$ cat src/rtl/prime_detector_pkg.sv
// Shared types and defaults for the prime detector slice.
// No logic of its own; no latency or backpressure.
package prime_detector_pkg;

    localparam int WIDTH_DEFAULT = 4;

    typedef enum logic [1:0] {
        ST_IDLE   = 2'd0,
        ST_CHECK  = 2'd1,
        ST_FINISH = 2'd2
    } state_t;

endpackage

$ cat src/rtl/prime_detector_if.sv
// Operand/result bundle between a requester (master) and the detector (slave).
// start is honoured only while busy is low; done is a one-cycle result strobe.
interface prime_detector_if
    import prime_detector_pkg::*;
#(
    parameter int WIDTH = WIDTH_DEFAULT
);

    logic [WIDTH-1:0] N;
    logic             start;
    logic             busy;
    logic             done;
    logic             F;

    modport master (output N, output start, input busy, input done, input F);
    modport slave  (input N, input start, output busy, output done, output F);

endinterface

$ cat src/rtl/prime_rem_unit.sv
// Restoring remainder, one quotient bit per cycle: o_rem_valid pulses WIDTH cycles after i_go.
// Operands are captured on i_go, so the caller may change them while the unit runs.
module prime_rem_unit
    import prime_detector_pkg::*;
#(
    parameter int WIDTH = WIDTH_DEFAULT
) (
    input  logic             clk,
    input  logic             rst,
    input  logic [WIDTH-1:0] i_dividend,
    input  logic [WIDTH-1:0] i_divisor,
    input  logic             i_go,
    output logic [WIDTH-1:0] o_rem,
    output logic             o_rem_valid
);

    localparam int CW = $clog2(WIDTH + 1);

    logic [WIDTH-1:0] r_quo;
    logic [WIDTH-1:0] r_rem;
    logic [WIDTH-1:0] r_div;
    logic [CW-1:0]    r_cnt;
    logic             r_valid;

    logic [WIDTH:0]   w_shift;
    logic [WIDTH-1:0] w_diff;
    logic             w_ge;

    // The partial remainder stays below the divisor, so the difference fits in WIDTH bits.
    assign w_shift = {r_rem, r_quo[WIDTH-1]};
    assign w_ge    = (w_shift >= {1'b0, r_div});
    assign w_diff  = w_shift[WIDTH-1:0] - r_div;

    always_ff @(posedge clk) begin
        if (rst) begin
            r_quo   <= '0;
            r_rem   <= '0;
            r_div   <= '0;
            r_cnt   <= '0;
            r_valid <= 1'b0;
        end else begin
            r_valid <= 1'b0;
            if (i_go) begin
                r_quo <= i_dividend;
                r_rem <= '0;
                r_div <= i_divisor;
                r_cnt <= CW'(WIDTH);
            end else if (r_cnt != '0) begin
                r_quo <= {r_quo[WIDTH-2:0], 1'b0};
                r_rem <= w_ge ? w_diff : w_shift[WIDTH-1:0];
                r_cnt <= r_cnt - CW'(1);
                if (r_cnt == CW'(1)) begin
                    r_valid <= 1'b1;
                end
            end
        end
    end

    assign o_rem       = r_rem;
    assign o_rem_valid = r_valid;

endmodule

$ cat src/rtl/prime_detector.sv
// Primality test: trivial operands finish 1 cycle after acceptance, odd ones by trial division.
// start is ignored while busy (no queuing); a new start is taken the cycle after done.
module prime_detector
    import prime_detector_pkg::*;
#(
    parameter int WIDTH = WIDTH_DEFAULT
) (
    input  logic             clk,
    input  logic             rst,
    prime_detector_if.slave  bus
);

    state_t           r_state;
    logic [WIDTH-1:0] r_op;
    logic [WIDTH-1:0] r_d;
    logic             r_busy;
    logic             r_done;
    logic             r_f;
    logic             r_go;
    logic             r_wait;

    logic [WIDTH-1:0]   w_rem;
    logic               w_rem_vld;
    logic [2*WIDTH-1:0] w_dsq;
    logic               w_d_over;
    logic               w_fast;
    logic               w_fast_f;

    // Double-width square so the loop bound never wraps.
    assign w_dsq    = {{WIDTH{1'b0}}, r_d} * {{WIDTH{1'b0}}, r_d};
    assign w_d_over = (w_dsq > {{WIDTH{1'b0}}, r_op});

    assign w_fast   = (bus.N <= WIDTH'(3)) || !bus.N[0];
    assign w_fast_f = (bus.N == WIDTH'(2)) || (bus.N == WIDTH'(3));

    prime_rem_unit #(.WIDTH(WIDTH)) u_rem (
        .clk         (clk),
        .rst         (rst),
        .i_dividend  (r_op),
        .i_divisor   (r_d),
        .i_go        (r_go),
        .o_rem       (w_rem),
        .o_rem_valid (w_rem_vld)
    );

    always_ff @(posedge clk) begin
        if (rst) begin
            r_state <= ST_IDLE;
            r_op    <= '0;
            r_d     <= '0;
            r_busy  <= 1'b0;
            r_done  <= 1'b0;
            r_f     <= 1'b0;
            r_go    <= 1'b0;
            r_wait  <= 1'b0;
        end else begin
            r_go   <= 1'b0;
            r_done <= 1'b0;
            case (r_state)
                ST_IDLE: begin
                    if (bus.start) begin
                        r_op <= bus.N;
                        if (w_fast) begin
                            r_f     <= w_fast_f;
                            r_done  <= 1'b1;
                            r_state <= ST_FINISH;
                        end else begin
                            r_d     <= WIDTH'(3);
                            r_wait  <= 1'b0;
                            r_busy  <= 1'b1;
                            r_state <= ST_CHECK;
                        end
                    end
                end
                ST_CHECK: begin
                    // r_wait separates "decide next divisor" from "await remainder".
                    if (!r_wait) begin
                        if (w_d_over) begin
                            r_f     <= 1'b1;
                            r_done  <= 1'b1;
                            r_busy  <= 1'b0;
                            r_state <= ST_FINISH;
                        end else begin
                            r_go   <= 1'b1;
                            r_wait <= 1'b1;
                        end
                    end else if (w_rem_vld) begin
                        if (w_rem == '0) begin
                            r_f     <= 1'b0;
                            r_done  <= 1'b1;
                            r_busy  <= 1'b0;
                            r_state <= ST_FINISH;
                        end else begin
                            r_d    <= r_d + WIDTH'(2);
                            r_wait <= 1'b0;
                        end
                    end
                end
                ST_FINISH: begin
                    r_wait  <= 1'b0;
                    r_state <= ST_IDLE;
                end
                default: begin
                    r_state <= ST_IDLE;
                end
            endcase
        end
    end

    assign bus.busy = r_busy;
    assign bus.done = r_done;
    assign bus.F    = r_f;

endmodule

$ cat src/flat_wrapper.sv
// flat-port wrapper written by rule: the top's interface ports become plain ports
module prime_detector_flat import prime_detector_pkg::*;
#(
    parameter int WIDTH = WIDTH_DEFAULT
)
  (clk, rst, bus_N, bus_start, bus_busy, bus_done, bus_F);
  prime_detector_if #(.WIDTH(WIDTH)) bus_i ();
  input  logic clk;
  input  logic rst;
  input wire logic [$bits(bus_i.N)-1:0] bus_N;
  input wire logic [$bits(bus_i.start)-1:0] bus_start;
  output wire logic [$bits(bus_i.busy)-1:0] bus_busy;
  output wire logic [$bits(bus_i.done)-1:0] bus_done;
  output wire logic [$bits(bus_i.F)-1:0] bus_F;
  assign bus_i.N = bus_N;
  assign bus_i.start = bus_start;
  assign bus_busy = bus_i.busy;
  assign bus_done = bus_i.done;
  assign bus_F = bus_i.F;
  prime_detector #(.WIDTH(WIDTH)) u_core (.clk(clk), .rst(rst), .bus(bus_i));
endmodule
$ cat config.mk
export PLATFORM = sky130hd
export DESIGN_NAME = prime_detector_flat
export DESIGN_NICKNAME = d
export VERILOG_FILES = /design/src/rtl/prime_detector_pkg.sv /design/src/rtl/prime_detector_if.sv /design/src/rtl/prime_rem_unit.sv /design/src/rtl/prime_detector.sv /design/src/flat_wrapper.sv
export SDC_FILE = /design/constraint.sdc
export NUM_CORES = 1
export LEC_CHECK = 0
export CAP_MARGIN = 5
export CORE_MARGIN = 2
export CORE_UTILIZATION = 55
export DETAILED_ROUTE_END_ITERATION = 6
export GPL_TIMING_DRIVEN = 0
export PLACE_DENSITY_LB_ADDON = 0.05
export SLEW_MARGIN = 20
export SYNTH_ARGS = -nofsm -noshare
export SYNTH_HDL_FRONTEND = slang
export SYNTH_SLANG_ARGS = --single-unit
export TNS_END_PERCENT = 1
$ cat constraint.sdc
create_clock -name clk -period 2.85 [get_ports clk]
set_clock_uncertainty 0.2 [all_clocks]
set_input_delay 0.57 -clock clk [delete_from_list [all_inputs] [get_ports clk]]
set_output_delay 0.57 -clock clk [all_outputs]
set_load 0.005 [all_outputs]
==> summary.md <==
| Metric | Value |
|---|---|
| Status | completed |
| Hold Violations, Final | 0 |
| Core ar. | 3030 µm² |
| GPL Wtd Cong | 0.874 |
| Final HPWL from detailed placement | 2.81 mm |
| Pre-Repair DR Iteration Count | 5 |
| IO Pins | 10 |
| Synth-to-layout area growth | 12.9% |
| Htree depth | 2 |
| Root Driver | clkbuf_4 |
| Number of port buffers | 8 |
| Max Buffers Root-to-Sink | 2 |
| Worst endpoint required time | 2900 ps |
| Main synth FF type | dfxtp_1 |
| DR vias/cell | 5.51 |
| Count of flip-flops with a built-in enable after synthesis | 0 |
| Total CTS buffers | 5 |
| Die Y | 60.1 µm |
| Dpl ws | 126 ps |
| Startpoint Class | register |
| Pin count of the biggest net entering global routing | 11 |
| Clock Pin Slew Worst Setup and Hold Paths | 110 ps |
| Crit path max fanout | 7 |
| Antenna viol nets, final | 0 |
| Post-CTS Setup Inserts | 0 |
| Initial DRC Count | 52 |
| R2r setup slk | 240 ps |
| Tot GR Track Use | 0.236 |
| Die X | 60.1 µm |
| # clock sinks | 31 |
| Synth Net Count | 235 |
| Vias in the first global route | 1419 |
| LEAKAGE | 0.767 nW |
| Final WL | 3.76 mm |
| # setup viols final | 0 |
| First-pass GRT wire length | 6.22 mm |
| Worst hold margin | 277 ps |
| Synth top area cells | dfxtp_1, ha_1, nor2_1, a21oi_1, nand2_1 |
| Total Neg Setup Slack | 0 ps |
| Nets | 250 |
| Setup WS post-layout | 242 ps |
| Syn avg cell area | 8.19 µm² |
| N_diodes | 0 |
| Starting density of the core | 0.571 |
| Post-synth top area share | 0.359 |
| Yosys warning total | 0 |
| DR vias | 1493 |
| Slew headroom | 0.441 |
| Worst hold path type | reg -> reg |
| DRC Markers | 0 |
| Max Fclk | 0.383 GHz |
| Async set-reset flop share out of synthesis | 0 |
| Synth top cells by count | dfxtp_1, nor2_1, a21oi_1, nand2_1, ha_1 |
| Die Area | 3610 µm² |
| Crit path arrival time | 2660 ps |
| Layout cell share with drive strength beyond 1 | 0.0573 |
| Largest area contributor in the netlist | dfxtp_1 |
| Setup CP Type | reg -> reg |
| Finished Cell Area | 1950 µm² |
| Total grt overflow | 0 |
| Final cycle utilization of the critical path | 0.915 |
| Max-cap viol count | 0 |
| RSZ-0062 raised after global routing | false |
| Final min period | 2610 ps |
| Endpoint class of the critical path | register |
| Pwr/cell area | 740 nW/µm² |
| Synth Cell Area | 1730 µm² |
| Synth Register Bits | 31 |
| Initial antenna violation count | 0 |
| Part of the Yosys area used for sequential elements | 0.359 |
| Max Slew Vio Count | 0 |
| Distinct cell type count of the synthesized netlist | 44 |
| Clock Latency Late Sink | 340 ps |
| CTS tree | done |
| Synthesized netlist cell count | 211 |
| Area after DPL | 1860 µm² |
| Avg WL per Cell | 13.9 µm |
| Worst VDD drop | 343 µV |
| Worst-Margin Slew | 836 ps |
| Core Rows | 20 |
[final cells by class]
cell class                 count  area (µm²)
fill                         277        1080
multi-input combinational    157        1020
sequential                    31         622
timing repair buffer           8        80.1
inverter                      15        56.3
tap                           44        55.1
clock buffer                   6        51.3
clock inverter                 2        35.0
buffer                         8        30.0
[flip-flops by register name, summed over array words and instances, names as in the netlist, 2 cells and up]
name / count
u_core.u_rem.o_rem: 4
u_core.u_rem.r_div: 4
u_core.r_op: 4
u_core.u_rem.r_quo: 4
u_core.r_d: 4
u_core.u_rem.r_cnt: 3
u_core.r_state: 2
[power breakdown]
| group | switching, mW | total [mW] | internal (mW) |
|---|---|---|---|
| logic | 0.306 | 0.522 | 0.216 |
| clock network | 0.161 | 0.368 | 0.207 |
| registers | 0.0584 | 0.554 | 0.496 |
[worst max-delay path: stages (launching register included)]
cell and delay [ps]:
dfxtp_1 480, and2_1 170, ha_1 230, ha_1 310, a41oi_1 180, a21oi_1 200, or3_1 410, a2111oi_2 350
[logic make-up after synthesis]
| kind of cell | share of synthesized area |
|---|---|
| DFF | 0.359 |
| adders and majority gates | 0.127 |
| xor gates and xnor gates | 0.0203 |
| and+or+nand+nor | 0.229 |
| buffers and inverters | 0.0500 |
| muxes | 0.0348 |
| AOI/OAI and AO/OA | 0.180 |
[layer usage]
metal | wire, µm | global-route usage | vias up
li1 | - | - | 770
met4 | 48 | 0.108 | 0
met3 | 127 | 0.0649 | 6
met2 | 1880 | 0.404 | 30
met5 | 0 | 0 | -
met1 | 1700 | 0.272 | 687
[through the flow]
step,total power [mW],utilization,cells
after global placement,1.05,0.615,263
after global routing,1.53,0.644,271
after CTS,1.44,0.644,271
after detailed placement,1.08,0.615,263
final,1.44,0.644,271
after floorplan,0.936,-,211
[final timing paths]
kind / start / end / cells after the start
hold / removal: u_core.bus.F / u_core.bus.F / 2
hold reg to reg: u_core.bus.F / u_core.bus.F / 2
setup reg to reg: u_core.r_d[2] / u_core.bus.busy / 7
setup / recovery: u_core.r_d[2] / u_core.bus.busy / 7
[layout by cell type, fill, tap and decap left out, types with 3 or more instances in the layout]
cell,n
nor2_1,31
a21oi_1,17
ha_1,16
nor4_1,3
nand3_1,3
clkbuf_1,7
dfxtp_1,30
and2_1,5
clkdlybuf4s50_1,8
nand2_1,17
inv_1,15
clkbuf_4,5
o21ai_0,12
mux2i_1,6
nor3_1,7
[timing repair]
| action | in CTS | in global routing |
|---|---|---|
| resized for setup | 0 | 1 |
| endpoints found under the setup margin | 0 | 1 |
| hold endpoints to repair | 0 | 0 |
| hold buffers | 0 | 0 |
No activity file was read; power rests on OpenSTA's default activity.
